--- src/rtl/branch_resolve.sv ---
// Execute-stage branch resolution: condition select, target/link generation,
// redirect handshake and post-redirect squash window. Optional stats under BRANCH_STATS_EN.
module branch_resolve #(
    parameter int XLEN         = 32,
    parameter int FLUSH_CYCLES = 2
) (
    input  logic            clk,
    input  logic            rst,
    input  logic            in_valid,
    output logic            in_ready,
    input  logic            is_branch,
    input  logic            is_jal,
    input  logic            is_jalr,
    input  logic [2:0]      funct3,
    input  logic [XLEN-1:0] pc,
    input  logic [XLEN-1:0] imm,
    input  logic [XLEN-1:0] rs1_val,
    input  logic            eq,
    input  logic            ne,
    input  logic            lt,
    input  logic            ge,
    input  logic            ltu,
    input  logic            geu,
    input  logic            kill,
    output logic            res_valid,
    output logic            res_taken,
    output logic [XLEN-1:0] res_link,
    output logic            res_illegal,
    output logic            res_misalign,
    output logic            redirect_valid,
    output logic [XLEN-1:0] redirect_pc,
    input  logic            redirect_ready,
    output logic            squash
`ifdef BRANCH_STATS_EN
    ,
    output logic [31:0]     stat_branches,
    output logic [31:0]     stat_taken,
    output logic [31:0]     stat_mispredict_free
`endif
);

    typedef enum logic [1:0] {IDLE, REDIRECT, FLUSH} state_t;

    state_t          state_q, state_d;
    logic [3:0]      cnt_q, cnt_d;
    logic            cond, f3_illegal, xfer, misalign, taken, accept;
    logic [XLEN-1:0] jalr_sum, target;

    always_comb begin
        cond       = 1'b0;
        f3_illegal = 1'b0;
        case (funct3)
            3'b000:  cond = eq;
            3'b001:  cond = ne;
            3'b100:  cond = lt;
            3'b101:  cond = ge;
            3'b110:  cond = ltu;
            3'b111:  cond = geu;
            default: f3_illegal = 1'b1;
        endcase
        jalr_sum = rs1_val + imm;
        target   = is_jalr ? {jalr_sum[XLEN-1:1], 1'b0} : pc + imm;
        xfer     = is_jal | is_jalr | (is_branch & cond);
        misalign = xfer & (target[1:0] != 2'b00);
        taken    = xfer & ~misalign;
    end

    assign in_ready       = (state_q == IDLE) & ~kill;
    assign accept         = in_valid & in_ready;
    assign redirect_valid = (state_q == REDIRECT);
    assign squash         = (state_q != IDLE);

    always_comb begin
        state_d = state_q;
        cnt_d   = cnt_q;
        if (kill) begin
            state_d = IDLE;
            cnt_d   = '0;
        end else begin
            case (state_q)
                IDLE: begin
                    if (accept && taken) state_d = REDIRECT;
                end
                REDIRECT: begin
                    if (redirect_ready) begin
                        state_d = (FLUSH_CYCLES == 0) ? IDLE : FLUSH;
                        cnt_d   = 4'(FLUSH_CYCLES);
                    end
                end
                FLUSH: begin
                    // Last squash cycle is the one where the counter reads 1.
                    if (cnt_q <= 4'd1) begin
                        state_d = IDLE;
                        cnt_d   = '0;
                    end else begin
                        cnt_d = cnt_q - 4'd1;
                    end
                end
                default: state_d = IDLE;
            endcase
        end
    end

    always_ff @(posedge clk) begin
        if (rst) begin
            state_q <= IDLE;
            cnt_q   <= '0;
        end else begin
            state_q <= state_d;
            cnt_q   <= cnt_d;
        end
    end

    // Result stage: redirect_pc only reloads on accept, which keeps it stable through REDIRECT.
    always_ff @(posedge clk) begin
        if (rst) begin
            res_valid    <= 1'b0;
            res_taken    <= 1'b0;
            res_illegal  <= 1'b0;
            res_misalign <= 1'b0;
            res_link     <= '0;
            redirect_pc  <= '0;
        end else begin
            res_valid <= accept;
            if (accept) begin
                res_taken    <= taken;
                res_illegal  <= is_branch & f3_illegal;
                res_misalign <= misalign;
                res_link     <= pc + XLEN'(4);
                redirect_pc  <= target;
            end
        end
    end

`ifdef BRANCH_STATS_EN
    function automatic logic [31:0] sat_inc(input logic [31:0] v);
        return (&v) ? v : v + 32'd1;
    endfunction

    always_ff @(posedge clk) begin
        if (rst) begin
            stat_branches        <= '0;
            stat_taken           <= '0;
            stat_mispredict_free <= '0;
        end else if (accept) begin
            if (is_branch)          stat_branches        <= sat_inc(stat_branches);
            if (taken)              stat_taken           <= sat_inc(stat_taken);
            if (is_branch && !taken) stat_mispredict_free <= sat_inc(stat_mispredict_free);
        end
    end
`endif

endmodule

--- config.mk ---
export PLATFORM = sky130hd
export DESIGN_NAME = branch_resolve
export DESIGN_NICKNAME = d
export VERILOG_FILES = /design/src/rtl/branch_resolve.sv
export SDC_FILE = /design/constraint.sdc
export NUM_CORES = 1
export LEC_CHECK = 0
export ABC_AREA = 1
export CAP_MARGIN = 20
export CORE_UTILIZATION = 58
export CTS_BUF_LIST = sky130_fd_sc_hd__clkbuf_8
export DETAILED_ROUTE_END_ITERATION = 10
export GPL_TIMING_DRIVEN = 0
export HOLD_SLACK_MARGIN = 0.15
export PLACE_DENSITY = 0.95
export SKIP_LAST_GASP = 1
export SYNTH_ARGS = -nofsm -noshare
export SYNTH_HDL_FRONTEND = slang
export SYNTH_SLANG_ARGS = --single-unit
--- constraint.sdc ---
create_clock -name clk -period 4.6 [get_ports clk]
set_input_delay 0.69 -clock clk [delete_from_list [all_inputs] [get_ports clk]]
set_output_delay 0.69 -clock clk [all_outputs]
set_load 0.02 [all_outputs]
==> flow_summary_export.csv, run 1 <==
group,metric,value,unit
status,status,"complete, no violations",
critical_path,max_stage_delay,620,ps
synth,yosysWarningCount,0,
synth,syn-num-nets,1750,
cells_and_area,final_cells,1953,
floorplanning,core,0.0145,sq mm
routing,vias,10700,
synth,synth-compound-area-share,0.127,
timing,timing.slew.headroom,0.555,
pwr,finalPower,2310,uW
critical_path,reg2reg_setup_slack,2730,ps
synth,synthCells,1571,
critical_path,crit_slowest_cell,"clkdlybuf4s50_1",
grt,track_usage,0.378,
routing,vias_per_cell,5.47,
cells_and_area,nFillCells,1226,
min_path,min_path_type,"reg -> reg",
synth,synth_ff_type,"dfxtp_1",
floorplanning,die_h,124,microns
clocking,cts_tree,"built",
timing,finClkSkew,6.51,ps
critical_path,end_kind,"flip-flop",
clocking,cts_sinks,74,
synth,synth-simple-area-share,0.422,
floorplanning,ioPinCount,184,
synth,synth_top_family_by_area,"simple AND/OR/NAND/NOR gates",
synth,synth_cell_type_count,46,
synth,synth-seq-area-share,0.171,
routing,first_pass_iters,8,
clocking,ctsLongestPathBuffers,2,
clocking,ctsHoldBuffers,0,
timing,hold_viol,0,
floorplanning,dieWidth,124,microns
grt,grt_max_degree,15,
synth,yosys-top-cells-area,"nand2_1, dfxtp_1, inv_1",
critical_path,critPathBufInv,2,
clocking,post_cts_resized,0,
timing,min_period_over_period,0.633,
synth,synth_fa_ha_area_frac,0.0970,
placement,dpl.hpwl,24300,microns
clocking,post_cts_buffers,0,
timing,setup_viol,0,
synth,synth.top_cell.area_share,0.237,
floorplanning,start_util,0.597,
grt,grt_pass1_vias,9862,
pwr,power.density,211,mW/mm^2
grt,overflow,0,
pwr,p_leak,0.00607,uW
placement,io_buffers,181,
routing,wl,29300,microns
synth,synthTopCellsByCount,"nand2_1, inv_1, nand3_1",
timing,fin_tns_setup,0,ps
timing,tightest_slew,667,ps
cells_and_area,area_delta_synth_final,26.0,%
routing,ant_nets,0,
clocking,cts_buffers,9,
grt,grt_first_pass_wirelength,47100,microns
critical_path,cp_top_family,"simple AND/OR/NAND/NOR gates",
grt,antenna_found_initial,1,
synth,yosysMostFrequentCell,"nand2_1",
timing,slew_violations,0,
routing,drtIter0Drc,1048,
synth,netlist_area,0.00867,sq mm
floorplanning,dieArea,0.0154,sq mm
clocking,clk_latency,380,ps
clocking,clkTransAtPathRegs,90,ps
critical_path,crit_path_start_kind,"primary input",
synth,synth_top_area_cell,"nand2_1",
timing,fmax,0.343,GHz
floorplanning,rows,44,
synth,ys_ff_latch,74,
critical_path,cp_max_fo,7,
critical_path,crit_top_cell,"nand2_1",
synth,avgSynthCellArea,5.52,sq um
synth,synth_edf_count,0,
routing,routedWlPerCell,15.0,microns
clocking,htree_levels,3,
synth,synthArstFlopShare,0,
routing,drc_errors,0,
cells_and_area,nets,1942,
critical_path,crit_chain,"clkdlybuf4s50_1, ha_1, nand2_1, nor2_1, and2_1, nand2_1, nand2_1, nand2_1, nand2_1, nand2_1, nand3_1, nand3_1, nand2_1, inv_1",
run,drv_cap,0,
timing,min_period,2910,ps
cells_and_area,drive_above_1_share,0.0373,
synth,synth_mux_area_frac,0.00115,
critical_path,criticalPathCategory,"in -> reg",
synth,synth_xor_area_frac,0.0212,
timing,rsz0062_at_grt,"false",
placement,dp.cells,1936,
critical_path,arrival,3190,ps
pwr,max-vdd-ir-drop,128,uV
clocking,root_buffer,"clkbuf_8",
critical_path,required,4880,ps
placement,place.gp.congestion,1.03,
## where the power goes
part | internal, uW | switching (uW)
registers | 683 | 26.1
clock network | 270 | 285
logic | 410 | 635
## per-stage QoR
step	util	area [sq um]	hold slack (ps)	worst slack, ps
6_report	0.752	10900	473	1690
5_1_grt	0.751	10900	495	1550
4_1_cts	0.751	10900	471	1780
3_5_place_dp	0.737	10700	458	1400
3_3_place_gp	0.737	10700	452	1470
2_1_floorplan	-	8670	444	2440
## flip-flops by register name (all words and copies together) (netlist names)
signal,cells
cnt_q,4
state_q,2
res_misalign,1
res_illegal,1
redirect_pc,32
res_valid,1
res_link,32
res_taken,1
## metal layers
metal / vias up / track usage / wire length, microns
met5: - / 0 / 13
met4: 2 / 0.181 / 1250
met3: 93 / 0.0503 / 2920
met2: 556 / 0.633 / 13600
met1: 4767 / 0.477 / 11600
li1: 5268 / - / -
## area by class of cell
| type | instances | area, sq um | area share |
|---|---|---|---|
| Timing Repair Buffer | 181 | 1810 | 0.166 |
| Buffer | 26 | 143 | 0.0131 |
| Antenna cell | 1 | 2.50 | 0.000229 |
| Tap cell | 184 | 230 | 0.0211 |
| Multi-Input combinational cell | 1137 | 5790 | 0.530 |
| Clock buffer | 10 | 138 | 0.0126 |
| Sequential cell | 74 | 1480 | 0.136 |
| Inverter | 334 | 1250 | 0.115 |
| Clock inverter | 6 | 71.3 | 0.00653 |
## logic make-up (layout without fill, tap and decap cells)
group           after synthesis  in the layout
flops                        74             74
buf+inv                     360            557
mux                           1              1
other cells                   0              1
fa+ha+maj                    66             66
xor+xnor                     21             21
simple gates                861            861
compound gates              188            188
## tightest hold or removal path: stages, from the launching register on
cell and delay [ps]:
dfxtp_1 320, nand2_1 60, a21oi_1 50
## placed cells by master (no fill, tap or decap), types with 17 or more instances in the layout
cell and count:
o21ai_0 43, dfxtp_1 74, inv_1 321, xor2_1 17
nand2_1 548, ha_1 64, a21oi_1 83, clkdlybuf4s50_1 181
o21a_1 26, nand3_1 139, o211ai_1 19, nor2_1 109
## path summary, 6_finish.rpt
check,from,endpoint,cells after the start
hold / removal,res_misalign,res_misalign,2
setup / recovery,pc[13],redirect_pc[31],14
setup reg to reg,state_q[1],res_link[19],9
hold reg to reg,res_misalign,res_misalign,2
Power figures use the tool's default switching activity.
==> run 2, diff against run 1 <==
- CORE_UTILIZATION: 58 -> 49
- PLACE_DENSITY: 0.95 -> 0.86
- clock period: 4.6 -> 2.4 ns (I/O delays scaled with it)
==> flow_summary_export.csv, run 2 (same netlist as run 1, synthesis figures left out) <==
group,metric,value,unit
critical_path,crit_top_cell,"nand2_1",
routing,first_pass_iters,5,
pwr,pwr-share-clk,0.232,
critical_path,max_stage_delay,560,ps
placement,io_buffers,181,
clocking,ctsHoldBuffers,0,
run,drv_cap,0,
critical_path,crit_path_start_kind,"primary input",
critical_path,arrival,2580,ps
pwr,max-vdd-ir-drop,360,uV
critical_path,critPathBufInv,2,
pwr,p_seq_frac,0.310,
clocking,cts_buffers,9,
routing,drtIter0Drc,664,
timing,fin_tns_setup,0,ps
routing,ant_nets,0,
routing,vias,10300,
cells_and_area,final_common_cell,"nand2_1",
critical_path,cp_max_fo,6,
placement,dpl.hpwl,24600,microns
critical_path,criticalPathCategory,"in -> reg",
timing,setup_viol,0,
cells_and_area,num_antenna_cells,0,
grt,grt_pass1_vias,9610,
pwr,finalPower,4390,uW
cells_and_area,final_cells,1992,
timing,rsz0062_at_grt,"true",
pwr,p_sw,1800,uW
critical_path,required,2680,ps
clocking,ctsLongestPathBuffers,2,
timing,tightest_slew,658,ps
cells_and_area,area_delta_synth_final,27.4,%
cells_and_area,drive_above_1_share,0.0458,
floorplanning,dieWidth,135,microns
critical_path,end_kind,"flip-flop",
floorplanning,start_util,0.501,
timing,hold_viol,0,
clocking,clkTransAtPathRegs,90,ps
grt,track_usage,0.325,
pwr,p_sw_frac,0.411,
placement,place.gp.congestion,0.967,
min_path,min_path_type,"in -> reg",
cells_and_area,final_cell_mix,"nand2_1, inv_1, clkdlybuf4s50_1",
critical_path,crit_slowest_cell,"clkdlybuf4s50_1",
floorplanning,dieArea,0.0182,sq mm
routing,routedWlPerCell,14.7,microns
clocking,root_buffer,"clkbuf_8",
cells_and_area,nets,1942,
pwr,p_leak,0.00610,uW
status,status,"complete, no violations",
grt,grt_first_pass_wirelength,45900,microns
critical_path,cp_top_family,"simple AND/OR/NAND/NOR gates",
timing,timing.slew.headroom,0.561,
routing,vias_per_cell,5.16,
timing,slew_violations,0,
placement,dp.cells,1977,
timing,finClkSkew,11.2,ps
grt,grt_max_degree,14,
critical_path,crit_chain,"clkdlybuf4s50_1, ha_1, nand2_1, nor2_1, and2_1, nand2_1, nand2_2, a21oi_1, o21ai_0, nand3_1, nand2_1, inv_1",
floorplanning,rows,48,
floorplanning,ioPinCount,184,
pwr,power.density,397,mW/mm^2
timing,hold_slack,290,ps
timing,min_period,2300,ps
timing,min_period_over_period,0.957,
routing,drc_errors,0,
clocking,clk_latency,370,ps
routing,wl,29200,microns
timing,fmax,0.435,GHz
pwr,power.internal,2590,uW
grt,antenna_found_initial,0,
pwr,power_frac_comb,0.459,
clocking,cts_tree,"built",
clocking,post_cts_buffers,0,
grt,overflow,0,
floorplanning,die_h,135,microns
cells_and_area,reg.largest.list,"redirect_pc: 32 flops, res_link: 32 flops, cnt_q: 4 flops",
clocking,cts_sinks,74,
clocking,htree_levels,3,
floorplanning,core,0.0173,sq mm
run 2: cell count changes in the layout (fill, tap and decap cells not counted), sizes merged:
cell,delta
dlymetal6s2s,+3
diode,-1
clkdlybuf4s50,-3
inv,-1
clkinv,+1
clkbuf,-1
run 2: layout make-up:
| class | instances | area, sq um |
|---|---|---|
| sequential | 74 | 1480 |
| multi-input combinational | 1137 | 5880 |
| clock inverter | 6 | 67.6 |
| fill | 1704 | 6250 |
| clock buffer | 9 | 124 |
| tap | 225 | 282 |
| inverter | 334 | 1250 |
| buffer | 26 | 143 |
| timing repair buffer | 181 | 1820 |
run 2: per-stage QoR:
stage	util	setup slack, ps	cell area (sq um)
finish	0.639	104	11000
global route	0.639	-24.2	11000
CTS	0.633	21.3	11000
detailed placement	0.622	-378	10800
global placement	0.622	-335	10800
floorplan	-	567	8670
run 2: per-layer routing:
metal	up-vias	routed length, microns	GRT usage
li1	5264	-	-
met4	0	880	0.127
met1	4548	12000	0.405
met2	413	13800	0.560
met3	58	2530	0.0488
met5	-	0	0
run 2: what timing repair did:
item                                    4_1_cts  5_1_grt
gates resized for setup                       0       19
endpoints found under the setup margin        0       20
hold endpoints to repair                      0        0
run 2: worst reg2reg max path, stage by stage, from the launching register on:
cell	delay [ps]
dfxtp_1	350
nor2_1	130
inv_2	60
nor2_2	110
nand2_2	210
inv_2	250
buf_2	310
nand3_1	210
nand2_1	100
inv_1	40
run 2: final timing paths:
| kind | cells after the start | startpoint | end | slack (ps) |
|---|---|---|---|---|
| worst min register to register | 2 | redirect_pc[1] | redirect_pc[1] | 470 |
| worst max-delay path | 12 | pc[10] | redirect_pc[14] | 100 |
| worst min-delay path | 2 | rst | redirect_pc[0] | 290 |
| worst max register to register | 9 | state_q[1] | redirect_pc[9] | 540 |
run 2: power groups by stage:
stage / sequential [uW] / clock (uW) / combinational [uW]
after global placement: 1380 / 0 / 1920
final: 1360 / 1020 / 2010
after floorplan: 1470 / 0 / 1120
after global routing: 1370 / 1070 / 2230
after detailed placement: 1390 / 0 / 1950
after CTS: 1360 / 1020 / 1960
==> run 3, diff against run 2 <==
- CORE_UTILIZATION: 49 -> 48
- CTS_BUF_LIST: sky130_fd_sc_hd__clkbuf_8 -> default
- PLACE_DENSITY: 0.86 -> 0.85
==> flow_summary_export.csv, run 3 (same netlist as run 1, synthesis figures left out) <==
group,metric,value,unit
status,status,"complete, no violations",
grt,grt_max_degree,16,
pwr,pwr-share-clk,0.300,
grt,grt_pass1_vias,9544,
routing,drc_errors,0,
pwr,p_sw,1910,uW
timing,slew_violations,0,
routing,ant_nets,0,
timing,min_period_over_period,0.973,
timing,tightest_slew,708,ps
cells_and_area,num_antenna_cells,0,
placement,dpl.hpwl,24400,microns
routing,first_pass_iters,5,
routing,vias_per_cell,5.21,
cells_and_area,fin_util,0.647,
cells_and_area,final_cell_mix,"nand2_1, inv_1, clkdlybuf4s50_1",
grt,grt_use_met2,0.538,
critical_path,criticalPathCategory,"in -> reg",
grt,use_met3,0.0488,
pwr,power_frac_comb,0.421,
critical_path,end_kind,"flip-flop",
routing,vias,10400,
floorplanning,core,0.0175,sq mm
cells_and_area,final_common_cell,"nand2_1",
routing,drtIter0Drc,744,
grt,grt_first_pass_wirelength,45700,microns
clocking,cts_sinks,74,
clocking,root_buffer,"clkbuf_16",
clocking,htree_levels,3,
cells_and_area,nFillCells,1641,
routing,wl,29600,microns
critical_path,required,2670,ps
cells_and_area,reg.largest.list,"redirect_pc: 32 flops, res_link: 32 flops, cnt_q: 4 flops",
timing,setup_ws,63.6,ps
min_path,holdPathStages,2,
pwr,power.density,430,mW/mm^2
pwr,p_seq_frac,0.279,
timing,fmax,0.428,GHz
critical_path,arrival,2600,ps
cells_and_area,drive_above_1_share,0.0537,
pwr,p_leak,0.00624,uW
clocking,cts_tree,"built",
min_path,min_path_type,"in -> reg",
timing,timing.slew.headroom,0.528,
critical_path,crit_path_start_kind,"primary input",
run,drv_cap,0,
placement,place.gp.congestion,0.951,
floorplanning,dieWidth,136,microns
critical_path,rr_worst_depth,9,
timing,rsz0062_at_grt,"true",
floorplanning,dieArea,0.0186,sq mm
grt,antenna_found_initial,0,
floorplanning,rows,48,
grt,grt_most_used_layer,"met2",
pwr,max-vdd-ir-drop,380,uV
timing,setup_viol,0,
floorplanning,die_h,136,microns
floorplanning,start_util,0.496,
grt,gr-usage-met1,0.406,
clocking,cts_buffers,9,
cells_and_area,nets,1942,
timing,finClkSkew,3.99,ps
pwr,power.internal,2960,uW
clocking,clkTransAtPathRegs,60,ps
floorplanning,ioPinCount,184,
cells_and_area,area_delta_synth_final,30.5,%
grt,track_usage,0.320,
pwr,p_sw_frac,0.393,
clocking,clk_latency,370,ps
grt,overflow,0,
placement,preCtsSetupSlack,-425,ps
placement,io_buffers,181,
timing,hold_slack,304,ps
timing,min_period,2340,ps
timing,hold_viol,0,
critical_path,cp_max_fo,5,
clocking,ctsLongestPathBuffers,2,
routing,routedWlPerCell,14.8,microns
## run 3: cell count changes in the layout (fill, tap and decap cells not counted), moves of 8 or more
cell	change
dlymetal6s2s_1	+8
clkdlybuf4s50_1	-8
clkbuf_8	-9
clkbuf_16	+9
ha_4	+9
ha_1	-11
## run 3: cell type report
| class | count | area [sq um] | share of cell area |
|---|---|---|---|
| inverters | 334 | 1250 | 0.111 |
| flip-flops and latches | 74 | 1480 | 0.131 |
| clock inverters | 7 | 83.8 | 0.00741 |
| repair buffers | 181 | 1840 | 0.163 |
| plain buffers | 26 | 143 | 0.0126 |
| well taps | 225 | 282 | 0.0249 |
| multi-input cells | 1137 | 6010 | 0.531 |
| clock buffers | 9 | 225 | 0.0199 |
## run 3: worst paths after layout
path / slack, ps / startpoint / to
setup / recovery: 60 / pc[3] / redirect_pc[23]
hold / removal: 300 / rst / res_misalign
setup reg to reg: 600 / state_q[1] / redirect_pc[10]
hold reg to reg: 470 / redirect_pc[0] / redirect_pc[0]
## run 3: repair_timing
item	CTS	global route
hold buffers	0	0
buffers inserted	0	0
setup endpoints to repair	3	20
gates resized for setup	1	40
## run 3: per-stage QoR
step           setup TNS, ps  power [uW]  instance area (sq um)  cells
2_1_floorplan              0        2590                   8670   1571
3_3_place_gp           -5300        3300                  10800   1977
3_5_place_dp           -6520        3340                  10800   1977
4_1_cts                    0        4770                  11100   1993
5_1_grt                 -277        5140                  11300   1993
6_report                   0        4870                  11300   1993
## run 3: metal layers
metal | routed length, microns | vias to the layer above
met1 | 12300 | 4578
met4 | 1120 | 0
met5 | 0 | -
li1 | - | 5275
met3 | 2580 | 77
met2 | 13600 | 456
## run 3: critical path, cell delays in order
cell and delay, ps:
clkdlybuf4s50_1 510, ha_1 430, nand2_1 110, nor2_1 160, nand3_1 90, nand2_1 130
nand2_1 60, nand2_1 210, nand2_1 110, nand2_1 70, nand2_1 40, nand3_1 110
nand3_1 90, nand2_1 60, inv_1 30
## run 3: power groups by stage
stage               registers (uW)  clock network (uW)  logic (uW)
global placement              1380                   0        1910
finish                        1360                1460        2050
floorplan                     1470                   0        1120
CTS                           1360                1450        1960
global route                  1370                1500        2270
detailed placement            1390                   0        1950
